<file path="src/rtl/fifo_push_arbiter_if.sv">
// Push-side bundle between the producers/fifo and the round-robin push arbiter.
interface fifo_push_arbiter_if #(
  parameter int unsigned nrOfRequesters = 4,
  parameter int unsigned bitWidth       = 32
);
  localparam int unsigned IdW = (nrOfRequesters > 1) ? $clog2(nrOfRequesters) : 1;

  logic [nrOfRequesters-1:0]          reqValid;
  logic [nrOfRequesters*bitWidth-1:0] reqData;
  logic [nrOfRequesters-1:0]          reqReady;
  logic                               fifoFull;
  logic                               fifoPush;
  logic [bitWidth-1:0]                fifoPushData;
  logic [IdW-1:0]                     grantId;
  logic                               busy;

  // Producers and fifo side
  modport master (
    output reqValid, reqData, fifoFull,
    input  reqReady, fifoPush, fifoPushData, grantId, busy
  );

  // Arbiter side
  modport slave (
    input  reqValid, reqData, fifoFull,
    output reqReady, fifoPush, fifoPushData, grantId, busy
  );
endinterface

</file>
<file path="src/rtl/fifo_push_arbiter.sv">
// Round-robin arbiter sharing one fifo push port among several producers,
// with bursts of up to maxBurst beats per grant and full-flag backpressure.
module fifo_push_arbiter #(
  parameter int unsigned nrOfRequesters = 4,
  parameter int unsigned bitWidth       = 32,
  parameter int unsigned maxBurst       = 4
) (
  input  logic               clock,
  input  logic               reset,
  fifo_push_arbiter_if.slave bus
);
  localparam int unsigned IdW  = (nrOfRequesters > 1) ? $clog2(nrOfRequesters) : 1;
  localparam int unsigned CntW = $clog2(maxBurst) + 1;
  localparam logic [IdW-1:0]  LastId   = IdW'(nrOfRequesters - 1);
  localparam logic [CntW-1:0] LastBeat = CntW'(maxBurst - 1);

  typedef enum logic {IDLE = 1'b0, GRANT = 1'b1} state_e;

  state_e              state_q, state_d;
  logic [IdW-1:0]      grant_id_q, grant_id_d;
  logic [CntW-1:0]     beat_cnt_q, beat_cnt_d;

  logic [IdW-1:0]            winner_c;
  logic                      any_valid_c;
  logic                      sel_valid_c;
  logic [bitWidth-1:0]       sel_data_c;
  logic [nrOfRequesters-1:0] req_ready_c;
  logic                      push_c;
  logic [bitWidth-1:0]       push_data_c;

  // Round-robin search starting just after the last grantee
  always_comb begin
    logic [IdW-1:0] cand;
    cand        = '0;
    winner_c    = grant_id_q;
    any_valid_c = 1'b0;
    for (int unsigned k = 1; k <= nrOfRequesters; k++) begin
      cand = IdW'((32'(grant_id_q) + k) % nrOfRequesters);
      if (!any_valid_c && bus.reqValid[cand]) begin
        any_valid_c = 1'b1;
        winner_c    = cand;
      end
    end
  end

  // Valid and data of the currently granted requester
  always_comb begin
    sel_valid_c = bus.reqValid[grant_id_q];
    sel_data_c  = '0;
    for (int unsigned i = 0; i < nrOfRequesters; i++) begin
      if (grant_id_q == IdW'(i)) begin
        sel_data_c = bus.reqData[i*bitWidth +: bitWidth];
      end
    end
  end

  // Next-state and handshake outputs
  always_comb begin
    state_d     = state_q;
    grant_id_d  = grant_id_q;
    beat_cnt_d  = beat_cnt_q;
    req_ready_c = '0;
    push_c      = 1'b0;
    push_data_c = '0;
    case (state_q)
      IDLE: begin
        if (any_valid_c) begin
          grant_id_d = winner_c;
          beat_cnt_d = '0;
          state_d    = GRANT;
        end
      end
      GRANT: begin
        req_ready_c[grant_id_q] = ~bus.fifoFull;
        push_c                  = sel_valid_c & ~bus.fifoFull;
        push_data_c             = sel_data_c;
        if (!sel_valid_c) begin
          state_d = IDLE;
        end else if (!bus.fifoFull) begin
          beat_cnt_d = beat_cnt_q + CntW'(1);
          if (beat_cnt_q == LastBeat) begin
            state_d = IDLE;
          end
        end
      end
      default: state_d = IDLE;
    endcase
  end

  // State, round-robin pointer and beat counter
  always_ff @(posedge clock or negedge reset) begin
    if (!reset) begin
      state_q    <= IDLE;
      grant_id_q <= LastId;
      beat_cnt_q <= '0;
    end else begin
      state_q    <= state_d;
      grant_id_q <= grant_id_d;
      beat_cnt_q <= beat_cnt_d;
    end
  end

  assign bus.reqReady     = req_ready_c;
  assign bus.fifoPush     = push_c;
  assign bus.fifoPushData = push_data_c;
  assign bus.grantId      = grant_id_q;
  assign bus.busy         = (state_q == GRANT);
endmodule

</file>
<file path="src/flat_wrapper.sv">
// flat-port wrapper written by rule: the top's interface ports become plain ports
module fifo_push_arbiter_flat 
#(
  parameter int unsigned nrOfRequesters = 4,
  parameter int unsigned bitWidth       = 32,
  parameter int unsigned maxBurst       = 4
)
  (clock, reset, bus_reqValid, bus_reqData, bus_fifoFull, bus_reqReady, bus_fifoPush, bus_fifoPushData, bus_grantId, bus_busy);
  fifo_push_arbiter_if #(.nrOfRequesters(nrOfRequesters), .bitWidth(bitWidth)) bus_i ();
  input  logic clock;
  input  logic reset;
  input wire logic [$bits(bus_i.reqValid)-1:0] bus_reqValid;
  input wire logic [$bits(bus_i.reqData)-1:0] bus_reqData;
  input wire logic [$bits(bus_i.fifoFull)-1:0] bus_fifoFull;
  output wire logic [$bits(bus_i.reqReady)-1:0] bus_reqReady;
  output wire logic [$bits(bus_i.fifoPush)-1:0] bus_fifoPush;
  output wire logic [$bits(bus_i.fifoPushData)-1:0] bus_fifoPushData;
  output wire logic [$bits(bus_i.grantId)-1:0] bus_grantId;
  output wire logic [$bits(bus_i.busy)-1:0] bus_busy;
  assign bus_i.reqValid = bus_reqValid;
  assign bus_i.reqData = bus_reqData;
  assign bus_i.fifoFull = bus_fifoFull;
  assign bus_reqReady = bus_i.reqReady;
  assign bus_fifoPush = bus_i.fifoPush;
  assign bus_fifoPushData = bus_i.fifoPushData;
  assign bus_grantId = bus_i.grantId;
  assign bus_busy = bus_i.busy;
  fifo_push_arbiter #(.nrOfRequesters(nrOfRequesters), .bitWidth(bitWidth), .maxBurst(maxBurst)) u_core (.clock(clock), .reset(reset), .bus(bus_i));
endmodule
</file>
<file path="config.mk">
export PLATFORM = sky130hd
export DESIGN_NAME = fifo_push_arbiter_flat
export DESIGN_NICKNAME = d
export VERILOG_FILES = /design/src/rtl/fifo_push_arbiter_if.sv /design/src/rtl/fifo_push_arbiter.sv /design/src/flat_wrapper.sv
export SDC_FILE = /design/constraint.sdc
export NUM_CORES = 1
export LEC_CHECK = 0
export BUFFER_PORTS_ARGS = -buffer_cell sky130_fd_sc_hd__buf_2
export CAP_MARGIN = 20
export CORE_ASPECT_RATIO = 0.7
export CORE_MARGIN = 5
export CORE_UTILIZATION = 39
export CTS_CLUSTER_DIAMETER = 150
export DETAILED_ROUTE_END_ITERATION = 8
export HOLD_SLACK_MARGIN = 0.15
export PLACE_DENSITY = 0.94
export SKIP_CTS_REPAIR_TIMING = 1
export SYNTH_ARGS = -nofsm -noshare
export SYNTH_HDL_FRONTEND = slang
export SYNTH_SLANG_ARGS = --single-unit
</file>
<file path="constraint.sdc">
create_clock -name clock -period 2.5 [get_ports clock]
set_clock_uncertainty 0.05 [all_clocks]
set_input_delay 0.5 -clock clock [delete_from_list [all_inputs] [get_ports clock]]
set_output_delay 0.5 -clock clock [all_outputs]
set_load 0.03 [all_outputs]
</file>
==> results.sh <==
export IMPL_status="finished with violations"
export IMPL_violations="setup timing"
export IMPL_p_leak_nw=1.94
export IMPL_utilization_pct=76.8
export IMPL_seq_area_frac_synth_pct=7.80
export IMPL_clk_latency_ps=230
export IMPL_grt_overflow_total=0
export IMPL_synth_edff_count=0
export IMPL_finalHoldViolations=0
export IMPL_diodes=0
export IMPL_cp_start_kind="flip-flop"
export IMPL_rsz0062_at_grt="yes"
export IMPL_fin_nets=581
export IMPL_grt_pass1_wl_microns=12800
export IMPL_dp_hpwl_microns=6400
export IMPL_synth_top_family_by_area="compound AO/OA/AOI/OAI gates"
export IMPL_path_buf_inv=3
export IMPL_mostFrequentLayoutCell="buf_2"
export IMPL_die_height_microns=69.3
export IMPL_synth_area_per_cell_sq_um=7.14
export IMPL_synthAdderAreaFrac_pct=3.84
export IMPL_grt_pass1_vias=2820
export IMPL_die_w_microns=94.7
export IMPL_r2r_start="u_core.bus.grantId[1]"
export IMPL_worst_pin_slew_ps=651
export IMPL_min_period_over_period_pct=103
export IMPL_yosys_area_share_simple_pct=20.8
export IMPL_drive_above_1_share_pct=59.2
export IMPL_layout_cells_non_filler=508
export IMPL_max_slew_margin_rel_pct=56.2
export IMPL_synth_area_mux_share_pct=7.61
export IMPL_ioPinCount=175
export IMPL_num_vias=2883
export IMPL_grt_max_degree=46
export IMPL_critPathTopFamily="flip-flops"
export IMPL_whs_ps=484
export IMPL_ys_ff_latch=6
export IMPL_period_minus_slack_ps=2580
export IMPL_wire_per_inst_microns=18.0
export IMPL_r2r_end="u_core.bus.grantId[0]"
export IMPL_port_buffers=174
export IMPL_min_path_type="flip-flop to flip-flop"
export IMPL_syn2layout_area_growth_pct=88.7
export IMPL_drc=0
export IMPL_max_stage_delay_ps=580
export IMPL_synthCells=274
export IMPL_netlist_area_sq_mm=0.00196
export IMPL_drt_iter0_markers=169
export IMPL_crit_chain="inv_4 -> ha_4 -> buf_12 -> nor2b_4 -> a221oi_2 -> a211o_1 -> a21boi_4 -> buf_6"
export IMPL_placed_cells=499
export IMPL_core_sq_mm=0.00481
export IMPL_routed_wl_microns=9150
export IMPL_cp_max_fo=7
export IMPL_endpoint_kind="output pin"
export IMPL_cts_buffers=3
export IMPL_cts_root_buffer="clkbuf_8"
export IMPL_reg2reg_depth=6
export IMPL_syn_nets=415
export IMPL_cts_tree="built"
export IMPL_fmax_ghz=0.387
export IMPL_ir_drop_mv=0.904
export IMPL_finalSetupViolations=32
export IMPL_clk_path_buf_depth=2
export IMPL_setup_ws_ps=-82.5
export IMPL_antenna_found_initial=0
export IMPL_initial_core_util_pct=40.7
export IMPL_post_synth_num_cell_types=35
export IMPL_hold_path_endpoint="u_core.beat_cnt_q[2]"
export IMPL_grt_usage_pct=23.2
export IMPL_dieArea_sq_mm=0.00656
export IMPL_synth_warnings=0
export IMPL_drv_slew=0
export IMPL_clkTransAtPathRegs_ps=50
export IMPL_globalplace_congestion=0.909
export IMPL_cts_num_sinks=6
export IMPL_ant_nets=0
export IMPL_cap_violations=0
export IMPL_drt_pass1_iter_count=7
export IMPL_critPathArrivalTime_ps=2030
export IMPL_reg2reg_slack_ps=560
export IMPL_ys_flop_type="dfrtp_1"
export IMPL_viasPerCell=5.68
export IMPL_final_cell_mix="buf_2 (142), nand2_1 (34), inv_1 (34), buf_6 (33), a211o_1 (32)"
export IMPL_synth_async_reset_ratio_pct=100
export IMPL_min_from="u_core.beat_cnt_q[2]"
export IMPL_power_density_mw_per_mm2=1510
export IMPL_synth_compound_area_share_pct=45.2
export IMPL_synth_xor_area_share_pct=0.448
export IMPL_htreeDepth=1
export IMPL_setup_worst_path_class="flip-flop to output pin"
export IMPL_hold_depth=1
export IMPL_worstPathRequired_ps=1950
export IMPL_row_count=21
export IMPL_cpMaxStageDelayCell="dfstp_2"
power by group:
group / internal [mW] / leakage [nW] / switching [mW] / total, mW
registers: 0.153 / 0.0721 / 0.0768 / 0.230
logic: 2.44 / 1.84 / 2.75 / 5.19
clock network: 0.111 / 0.0228 / 0.0530 / 0.164
total: 2.71 / 1.94 / 2.88 / 5.59
flip-flops by register name (all words and copies together) (netlist names):
register	cells
u_core.beat_cnt_q	3
u_core.bus.busy	1
u_core.bus.grantId	2
metal layers:
layer,share of wire [%],vias to the layer above,global-route usage (%)
met2,51,160,41.7
li1,-,1327,-
met3,9.1,23,4.23
met1,38,1373,27.4
met4,2.3,0,7.52
met5,0,-,0
cells in the mapped netlist (3+ instances only):
| library cell | number | area, sq um |
|---|---|---|
| nor2b_1 | 33 | 206 |
| a21boi_0 | 21 | 158 |
| ha_1 | 6 | 75.1 |
| a221oi_1 | 32 | 280 |
| clkbuf_1 | 16 | 60.1 |
| mux4_2 | 3 | 67.6 |
| buf_1 | 3 | 11.3 |
| inv_1 | 36 | 135 |
| buf_2 | 5 | 25.0 |
| nand2_1 | 34 | 128 |
| mux2_2 | 4 | 45.0 |
| and2_1 | 5 | 31.3 |
| a21boi_1 | 12 | 90.1 |
| a211o_1 | 32 | 280 |
| dfrtp_1 | 4 | 100 |
| buf_4 | 5 | 37.5 |
layout make-up:
| type | instances | area [sq um] |
|---|---|---|
| Multi-Input combinational cell | 202 | 1950 |
| Clock buffer | 4 | 45.0 |
| Tap cell | 69 | 86.3 |
| Fill cell | 319 | 1110 |
| Inverter | 36 | 138 |
| Timing Repair Buffer | 191 | 1320 |
| Sequential cell | 6 | 153 |
through the flow:
step                TNS [ps]  total power [mW]  area, sq um  setup slack, ps
floorplan              -47.8              3.61         2310            -47.8
CTS                    -4030              4.79         3310             -173
detailed placement         0              4.60         3270             71.8
finish                 -1440              5.59         3690            -82.5
global route           -3610              5.92         3690             -143
global placement           0              4.48         3270              149
kinds of logic after synthesis:
| logic type | count (synthesis) |
|---|---|
| fa+ha+maj | 6 |
| compound gates | 108 |
| flops | 6 |
| mux | 9 |
| xor+xnor | 1 |
| simple gates | 78 |
| buf+inv | 66 |
worst max-delay path by stage:
| stage | endpoint | start | slack (ps) | cells past startpoint |
|---|---|---|---|---|
| 2_1_floorplan | bus_fifoPushData[24] | u_core.bus.grantId[1] | -50 | 8 |
| 3_3_place_gp | bus_fifoPushData[2] | u_core.bus.grantId[1] | 150 | 8 |
| 3_5_place_dp | bus_fifoPushData[24] | u_core.bus.grantId[1] | 70 | 8 |
| 4_1_cts | bus_fifoPushData[14] | u_core.bus.grantId[1] | -170 | 8 |
| 5_1_grt | bus_fifoPushData[21] | u_core.bus.grantId[1] | -140 | 8 |
| 6_report | bus_fifoPushData[19] | u_core.bus.grantId[1] | -80 | 8 |
(Power assumes the default switching activity.)
